--- src/rtl/wb_trace_buffer_if.sv ---
// Bundles the write-back capture side and the display side of the trace buffer.
// The master drives the capture/advance inputs; the slave is the buffer itself.
interface wb_trace_buffer_if #(
  parameter int PTR_W  = 4,
  parameter int DROP_W = 8
);
  logic              Freeze;
  logic              WB_RegWrite;
  logic [4:0]        WB_RegDest;
  logic [31:0]       WB_WriteData;
  logic [31:0]       WB_PC;
  logic              Advance;
  logic [31:0]       Disp_Data;
  logic [31:0]       Disp_PC;
  logic [4:0]        Disp_RegDest;
  logic              Disp_Valid;
  logic [PTR_W:0]    Count;
  logic              Overflow;
  logic [DROP_W-1:0] Dropped;

  modport master (
    output Freeze, WB_RegWrite, WB_RegDest, WB_WriteData, WB_PC, Advance,
    input  Disp_Data, Disp_PC, Disp_RegDest, Disp_Valid, Count, Overflow, Dropped
  );

  modport slave (
    input  Freeze, WB_RegWrite, WB_RegDest, WB_WriteData, WB_PC, Advance,
    output Disp_Data, Disp_PC, Disp_RegDest, Disp_Valid, Count, Overflow, Dropped
  );
endinterface

--- src/rtl/wb_trace_buffer.sv ---
// Captures architectural register writes from WB into a FIFO and presents one
// entry at a time to the display path, stepping on each Advance pulse.
module wb_trace_buffer #(
  parameter int DEPTH  = 16,
  parameter int PTR_W  = 4,
  parameter int DROP_W = 8
) (
  input  logic Clock,
  input  logic Reset,
  wb_trace_buffer_if.slave bus
);

  typedef struct packed {
    logic [4:0]  dest;
    logic [31:0] pc;
    logic [31:0] data;
  } entry_t;

  localparam logic [PTR_W:0] FULL_COUNT = (PTR_W+1)'(DEPTH);

  entry_t            mem [DEPTH];
  entry_t            disp;
  logic              disp_valid;
  logic [PTR_W-1:0]  wr_ptr;
  logic [PTR_W-1:0]  rd_ptr;
  logic [PTR_W:0]    count;
  logic              overflow;
  logic [DROP_W-1:0] dropped;

  logic cap, pop, push, drop, full;

  // NOTE: every signal written here gets a default first so no latch is inferred.
  always_comb begin
    cap  = 1'b0;
    pop  = 1'b0;
    push = 1'b0;
    drop = 1'b0;
    full = (count == FULL_COUNT);
    cap  = bus.WB_RegWrite && (bus.WB_RegDest != 5'd0) && !bus.Freeze;
    pop  = bus.Advance && (count != '0);
    // A pop frees a slot on the same edge, so a full FIFO can still accept.
    push = cap && (!full || pop);
    drop = cap && full && !pop;
  end

  // NOTE: storage carries no reset; its contents are meaningless until
  // written, and the pointers/count alone define what is valid.
  always_ff @(posedge Clock) begin
    if (push) begin
      mem[wr_ptr] <= '{dest: bus.WB_RegDest, pc: bus.WB_PC, data: bus.WB_WriteData};
    end
  end

  // NOTE: sequential state uses non-blocking assignments so every register
  // samples pre-edge values regardless of statement order.
  always_ff @(posedge Clock) begin
    if (!Reset) begin
      wr_ptr     <= '0;
      rd_ptr     <= '0;
      count      <= '0;
      disp       <= '0;
      disp_valid <= 1'b0;
      overflow   <= 1'b0;
      dropped    <= '0;
    end else begin
      if (push) wr_ptr <= wr_ptr + PTR_W'(1);
      if (pop) begin
        disp       <= mem[rd_ptr];
        disp_valid <= 1'b1;
        rd_ptr     <= rd_ptr + PTR_W'(1);
      end
      case ({push, pop})
        2'b10:   count <= count + (PTR_W+1)'(1);
        2'b01:   count <= count - (PTR_W+1)'(1);
        default: count <= count;
      endcase
      if (drop) begin
        overflow <= 1'b1;
        if (dropped != '1) dropped <= dropped + DROP_W'(1);
      end
    end
  end

  assign bus.Disp_Data    = disp.data;
  assign bus.Disp_PC      = disp.pc;
  assign bus.Disp_RegDest = disp.dest;
  assign bus.Disp_Valid   = disp_valid;
  assign bus.Count        = count;
  assign bus.Overflow     = overflow;
  assign bus.Dropped      = dropped;

endmodule

--- src/flat_wrapper.sv ---
// flat-port wrapper written by rule: the top's interface ports become plain ports
module wb_trace_buffer_flat 
#(
  parameter int DEPTH  = 16,
  parameter int PTR_W  = 4,
  parameter int DROP_W = 8
)
  (Clock, Reset, bus_Freeze, bus_WB_RegWrite, bus_WB_RegDest, bus_WB_WriteData, bus_WB_PC, bus_Advance, bus_Disp_Data, bus_Disp_PC, bus_Disp_RegDest, bus_Disp_Valid, bus_Count, bus_Overflow, bus_Dropped);
  wb_trace_buffer_if #(.PTR_W(PTR_W), .DROP_W(DROP_W)) bus_i ();
  input  logic Clock;
  input  logic Reset;
  input wire logic [$bits(bus_i.Freeze)-1:0] bus_Freeze;
  input wire logic [$bits(bus_i.WB_RegWrite)-1:0] bus_WB_RegWrite;
  input wire logic [$bits(bus_i.WB_RegDest)-1:0] bus_WB_RegDest;
  input wire logic [$bits(bus_i.WB_WriteData)-1:0] bus_WB_WriteData;
  input wire logic [$bits(bus_i.WB_PC)-1:0] bus_WB_PC;
  input wire logic [$bits(bus_i.Advance)-1:0] bus_Advance;
  output wire logic [$bits(bus_i.Disp_Data)-1:0] bus_Disp_Data;
  output wire logic [$bits(bus_i.Disp_PC)-1:0] bus_Disp_PC;
  output wire logic [$bits(bus_i.Disp_RegDest)-1:0] bus_Disp_RegDest;
  output wire logic [$bits(bus_i.Disp_Valid)-1:0] bus_Disp_Valid;
  output wire logic [$bits(bus_i.Count)-1:0] bus_Count;
  output wire logic [$bits(bus_i.Overflow)-1:0] bus_Overflow;
  output wire logic [$bits(bus_i.Dropped)-1:0] bus_Dropped;
  assign bus_i.Freeze = bus_Freeze;
  assign bus_i.WB_RegWrite = bus_WB_RegWrite;
  assign bus_i.WB_RegDest = bus_WB_RegDest;
  assign bus_i.WB_WriteData = bus_WB_WriteData;
  assign bus_i.WB_PC = bus_WB_PC;
  assign bus_i.Advance = bus_Advance;
  assign bus_Disp_Data = bus_i.Disp_Data;
  assign bus_Disp_PC = bus_i.Disp_PC;
  assign bus_Disp_RegDest = bus_i.Disp_RegDest;
  assign bus_Disp_Valid = bus_i.Disp_Valid;
  assign bus_Count = bus_i.Count;
  assign bus_Overflow = bus_i.Overflow;
  assign bus_Dropped = bus_i.Dropped;
  wb_trace_buffer #(.DEPTH(DEPTH), .PTR_W(PTR_W), .DROP_W(DROP_W)) u_core (.Clock(Clock), .Reset(Reset), .bus(bus_i));
endmodule
--- config.mk ---
export PLATFORM = sky130hd
export DESIGN_NAME = wb_trace_buffer_flat
export DESIGN_NICKNAME = d
export VERILOG_FILES = /design/src/rtl/wb_trace_buffer_if.sv /design/src/rtl/wb_trace_buffer.sv /design/src/flat_wrapper.sv
export SDC_FILE = /design/constraint.sdc
export NUM_CORES = 1
export LEC_CHECK = 0
export ABC_AREA = 0
export BUFFER_PORTS_ARGS = -buffer_cell sky130_fd_sc_hd__buf_2
export CAP_MARGIN = 20
export CELL_PAD_IN_SITES_DETAIL_PLACEMENT = 1
export CELL_PAD_IN_SITES_GLOBAL_PLACEMENT = 1
export CORE_MARGIN = 5
export CORE_UTILIZATION = 59
export DETAILED_ROUTE_END_ITERATION = 10
export PLACE_DENSITY_LB_ADDON = 0.1
export RECOVER_POWER = 100
export SYNTH_ARGS = -nofsm -noshare
export SYNTH_HDL_FRONTEND = slang
export SYNTH_SLANG_ARGS = --single-unit
--- constraint.sdc ---
create_clock -name Clock -period 17.8 [get_ports Clock]
set_input_delay 0.89 -clock Clock [delete_from_list [all_inputs] [get_ports Clock]]
set_output_delay 0.89 -clock Clock [all_outputs]
set_load 0.03 [all_outputs]
Word-level counts from Yosys, hierarchy flattened
Memories as Yosys holds them, arrays and structs flattened. A register that Yosys moved wholly into a read port is not among the register bits.
Cells that the tools add are included.

operators by class
  multiply operators = 0
  add/subtract/negate cells = 5
  multiplexer cells = 3
  reduce and logical (&&, ||, !) cells = 15
  eq/ne operators = 4
  div/mod/pow operators = 0
  $lt $le $gt $ge = 0
  shift-type cells = 0
  bitwise operators = 0

operators with widths
  kind                                                 count
  one-hot mux 5 bit (2 select lines)                   1
  nonzero test 5 bit                                   2
  adder 4 x 1 -> 4 bit, second input constant          2
  adder 8 x 1 -> 8 bit, second input constant          1
  inequality test 8 bit, second input constant         1
  logical AND 1 bit                                    6
  adder 5 x 1 -> 5 bit, second input constant          1
  equality test 5 bit, second input constant           1
  subtractor 5 x 1 -> 5 bit, second input constant     1
  zero test 1 bit                                      4
  equality test 2 x 1 -> 1 bit, second input constant  1
  equality test 2 bit, second input constant           1
  two-way mux 1 bit                                    2
  AND reduction 2 bit                                  1
  nonzero test 2 bit                                   1
  logical OR 1 bit                                     1

storage, ports and cells
  bits in read-only memories = 0
  bits of input ports = 74
  output and inout port bits = 84
  memories = 1
  latch bits = 0
  word-level logic and storage cells = 34
  bits in registers = 23
  RAM bits = 1104

memories
  name        depth  bits a word  read ports  clocked after memory_dff  wr ports  RTL line               source
  u_core.mem  16     69           1           1                         1         wb_trace_buffer.sv:21  entry_t mem [DEPTH];

Longest topological paths before layout
  word-level depth = 6
  gate-level depth with buffers = 10
  mapped depth without buffers = 9

Worst setup path after synthesis
Ideal clock, no wire load.

  kind = input to register
  start = input port bus_Freeze
  end = memory u_core.mem[0][0] (netlist bit) (enable)
  arrival = 6443 ps
  required time = 17219 ps
  path slack = 10776 ps
  stages on the path = 5
  setup time = 581 ps
  path through = nand2b_1 -> a21o_1 -> nor2_1 -> nand2_1 -> nor3_1

between the ends
  word-level cells in the longest chain between the ends = 5

RTL lines
  what                                     RTL line               source
  from (decl)                              flat_wrapper.sv:12     input wire logic [$bits(bus_i.Freeze)-1:0] bus_Freeze;
  zero test 1 bit                          wb_trace_buffer.sv:39  cap = bus.WB_RegWrite && (bus.WB_RegDest != 5'd0) && !bus.Freeze;
  logical AND 1 bit                        wb_trace_buffer.sv:39
  logical AND 1 bit                        wb_trace_buffer.sv:42  push = cap && (!full || pop);
  two-way mux 1 bit                        wb_trace_buffer.sv:49  if (push) begin
  two-way mux 1 bit (implied by the code)  wb_trace_buffer.sv:50  mem[wr_ptr] <= '{dest: bus.WB_RegDest, pc: bus.WB_PC, data: bus.WB_WriteData};
  to (decl)                                wb_trace_buffer.sv:21

No other way between the ends.

==> flow_summary_export.csv <==
group,metric,value,unit
yosys,synth_fa_ha_area_share,0.224,%
placement,finalWeightedCongestion,0.760,
power,p_clk_share,35.4,%
final_layout,final_common_cell,"edfxtp_1",
yosys,synth_edf_count,1104,
final_layout,layout-drive-gt1-share,20.9,%
yosys,synth_top_family_by_area,"multiplexers",
power,switching_power,1.81,mW
yosys,synth_top_area_share,74.2,%
yosys,yosysSeqAreaShare,78.3,%
detailed_routing,avgRoutedWirePerCell,31.9,um
run_status,violations,"max-capacitance violations, max-slew violations",
power,seqPwrFrac,46.5,%
detailed_routing,drtIter0Drc,2193,
detailed_routing,drc_errors,0,
global_route,grt_pass1_vias,23300,
die,core.rowCount,101,
final_layout,fill_cells,5966,
detailed_routing,wl,105000,um
sta,period_needed,9260,ps
cts,cts_tree,"yes",
yosys,synth_top_area_cell,"edfxtp_1",
critical_path,crit_path_max_incr_delay,2890,ps
die,die_area,81300,sq um
power,p_sw_share,26.0,%
yosys,postSynth.asyncResetShare,0,%
yosys,synth_compound_area_share,3.65,%
power,report.power.total,6.99,mW
sta,fin_setup_tns,0,ps
global_route,antenna_found_initial,10,
sta,holdWs,476,ps
die,io_pins,158,
final_layout,multi_input_area,9220,sq um
die,die_h,285,um
job,maxCapViolations,40,
yosys,synthFlopType,"edfxtp_1",
final_layout,fin_cells,3288,
die,core_area,75600,sq um
detailed_routing,m1WireLength,41900,um
placement,dp_cells,3061,
critical_path,crit_required,18370,ps
sta,maxSlewHeadroom,-183,%
critical_path,path_depth,6,
placement,post-place-ws,13090,ps
yosys,synth_mux_area_share,15.6,%
detailed_routing,viasPerCell,6.52,
final_layout,seq_area,35000,sq um
final_layout,area_delta_synth_final,12.4,%
sta,tightest_slew,4250,ps
detailed_routing,ant_nets,0,
global_route,grtUsageTotal,26.2,%
global_route,grt_start_max_net_pins,173,
sta,fin_ws,8540,ps
yosys,synth_xor_area_share,0.216,%
power,leakage,15.2,nW
critical_path,critPathMostFrequentCell,"clkbuf_1",
critical_path,ff2ff_path_depth,6,
yosys,synthCells,2000,
critical_path,slowest_stage,"clkbuf_1",
critical_path,critPathTopFamily,"buffers and inverters",
yosys,synth_area_per_cell,22.3,sq um
cts,post_cts_resized,0,
cts,ctsRootBufferMaster,"clkbuf_16",
global_route,gr-total-overflow,0,
yosys,syn_area,44700,sq um
yosys,synthSimpleGateAreaFrac,0.949,%
detailed_routing,first_pass_iters,7,
die,start_util,59.1,%
final_layout,fin_util,66.5,%
sta,skew,20.4,ps
yosys,synth_nets,2082,
critical_path,path_max_fanout,45,
detailed_routing,routed-wl-met3,6640,um
placement,portBuffers,157,
cts,insertion_delay,680,ps
min_path,min_path_type,"flop to flop",
sta,slew_violations,1319,
cts,path_clk_slew,60,ps
min_path,hold_depth,1,
critical_path,worstSetupPathType,"flop to flop",
die,die_w,285,um
placement,dpl_cell_area,46700,sq um
sta,hold_viol_final,0,
sta,max_freq,108,MHz
final_layout,fin_nets,2287,
cts,h-tree-depth,3,
run_status,status,"finished, violations left",
cts,cts_hold_buf,0,
yosys,yosys_register_bits,1196,
power,p_comb_share,18.1,%
yosys,ys_top_cells_by_area,"edfxtp_1 74%, mux4_2 14%, dfxtp_1 4.1%",
sta,setup_viol,0,
critical_path,start_kind,"flop",
sta,rsz0062_at_grt,"no",
power,p_int,5.17,mW
critical_path,critPathCaptureType,"flop",
detailed_routing,dr.max_layer_used,"met5",
cts,post_cts_buffers,0,
detailed_routing,vias,21400,
power,vdd_drop_max,0.000116,V
critical_path,path_cells,"clkbuf_1 > clkbuf_1 > mux4_2 > mux2i_1 > o21ai_0 > a22o_1",
detailed_routing,wl_met2,54700,um
placement,dp_hpwl,56900,um
critical_path,crit_buf_inv,2,
cts,clock_sinks,1196,
cts,cts.path.max_buffers,3,
global_route,grt_pass1_wl,157000,um
critical_path,cp.arrival,9820,ps
yosys,yosysWarningCount,0,
cts,numCtsBuffers,117,
yosys,yosysUniqueCellTypes,42,
power,power_density,139,nW/um^2
sta,post-route-period-util,52.0,%
final_layout,final_area,50200,sq um
final_layout,layout_common_cells,"1104 x edfxtp_1, 276 x mux4_2, 206 x clkbuf_1",
==> Yosys cell counts, types with 3 or more instances <==
cell type,n
clkbuf_1,71
a21oi_1,10
o21ai_0,70
edfxtp_1,1104
inv_1,4
dfxtp_1,92
nand3_1,4
mux2i_1,74
nand4_1,5
nand2b_1,6
nand2_1,15
xor2_1,8
nor2_1,34
mux4_2,276
nor3_1,7
a22o_1,69
or4_1,3
o21a_1,3
a22oi_1,70
buf_2,25
xnor2_1,3
buf_1,18
ha_1,8
==> routing by layer <==
| layer | vias up | track usage, % |
|---|---|---|
| met2 | 803 | 44.2 |
| met5 | - | 0 |
| met3 | 139 | 4.75 |
| met1 | 11600 | 36.5 |
| met4 | 14 | 6.15 |
| li1 | 8894 | - |
==> cell families (layout without fill, tap and decap cells) <==
logic type,count (synthesis),in the layout
compound gates,232,232
buf+inv,119,427
flops,1196,1196
simple gates,84,84
fa+ha+maj,8,8
xor+xnor,11,11
mux,350,350
other cells,0,2
==> worst paths after layout <==
check / startpoint / to / slack (ps)
setup / recovery: u_core.rd_ptr[0]$_SDFFE_PN0P_ / u_core.bus.Disp_PC[12]$_SDFFE_PN0P_ / 8540
hold / removal: u_core.bus.Disp_RegDest[1]$_SDFFE_PN0P_ / u_core.bus.Disp_RegDest[1]$_SDFFE_PN0P_ / 480
setup reg to reg: u_core.rd_ptr[0]$_SDFFE_PN0P_ / u_core.bus.Disp_PC[12]$_SDFFE_PN0P_ / 8540
hold reg to reg: u_core.bus.Disp_RegDest[1]$_SDFFE_PN0P_ / u_core.bus.Disp_RegDest[1]$_SDFFE_PN0P_ / 480
==> worst reg2reg max path, delay by kind of cell (launching register included) <==
kind,cells,cell delay [ps]
mux,2,1050
buf+inv,2,5820
compound gates,2,390
flops,1,1880
==> registers in the layout, summed over array words and instances, names as in the netlist <==
name and count:
u_core.rd_ptr 4, u_core.bus.Overflow 1, u_core.bus.Disp_RegDest 5, u_core.mem 1104
u_core.bus.Dropped 8, u_core.wr_ptr 4, u_core.bus.Disp_Data 32, u_core.bus.Disp_PC 32
u_core.bus.Count 5, u_core.bus.Disp_Valid 1
==> cell type report <==
cell class                      instances  share of cell area, %
Tap cell                              978                   2.44
Clock inverter                         76                   1.45
Inverter                                4                 0.0299
Clock buffer                          146                   6.26
Antenna cell                            2                0.00997
Sequential cell                      1196                   69.7
Multi-Input combinational cell        685                   18.4
Timing Repair Buffer                  201                   1.75
==> power by group through the flow <==
| stage | clock [mW] | combinational, mW | sequential [mW] |
|---|---|---|---|
| 3_3_place_gp | 0 | 1.25 | 3.30 |
| 2_1_floorplan | 0 | 0.841 | 3.38 |
| 4_1_cts | 2.52 | 1.28 | 3.25 |
| 3_5_place_dp | 0 | 1.27 | 3.30 |
| 6_report | 2.48 | 1.26 | 3.25 |
| 5_1_grt | 2.67 | 1.35 | 3.26 |
(Power assumes the default switching activity.)
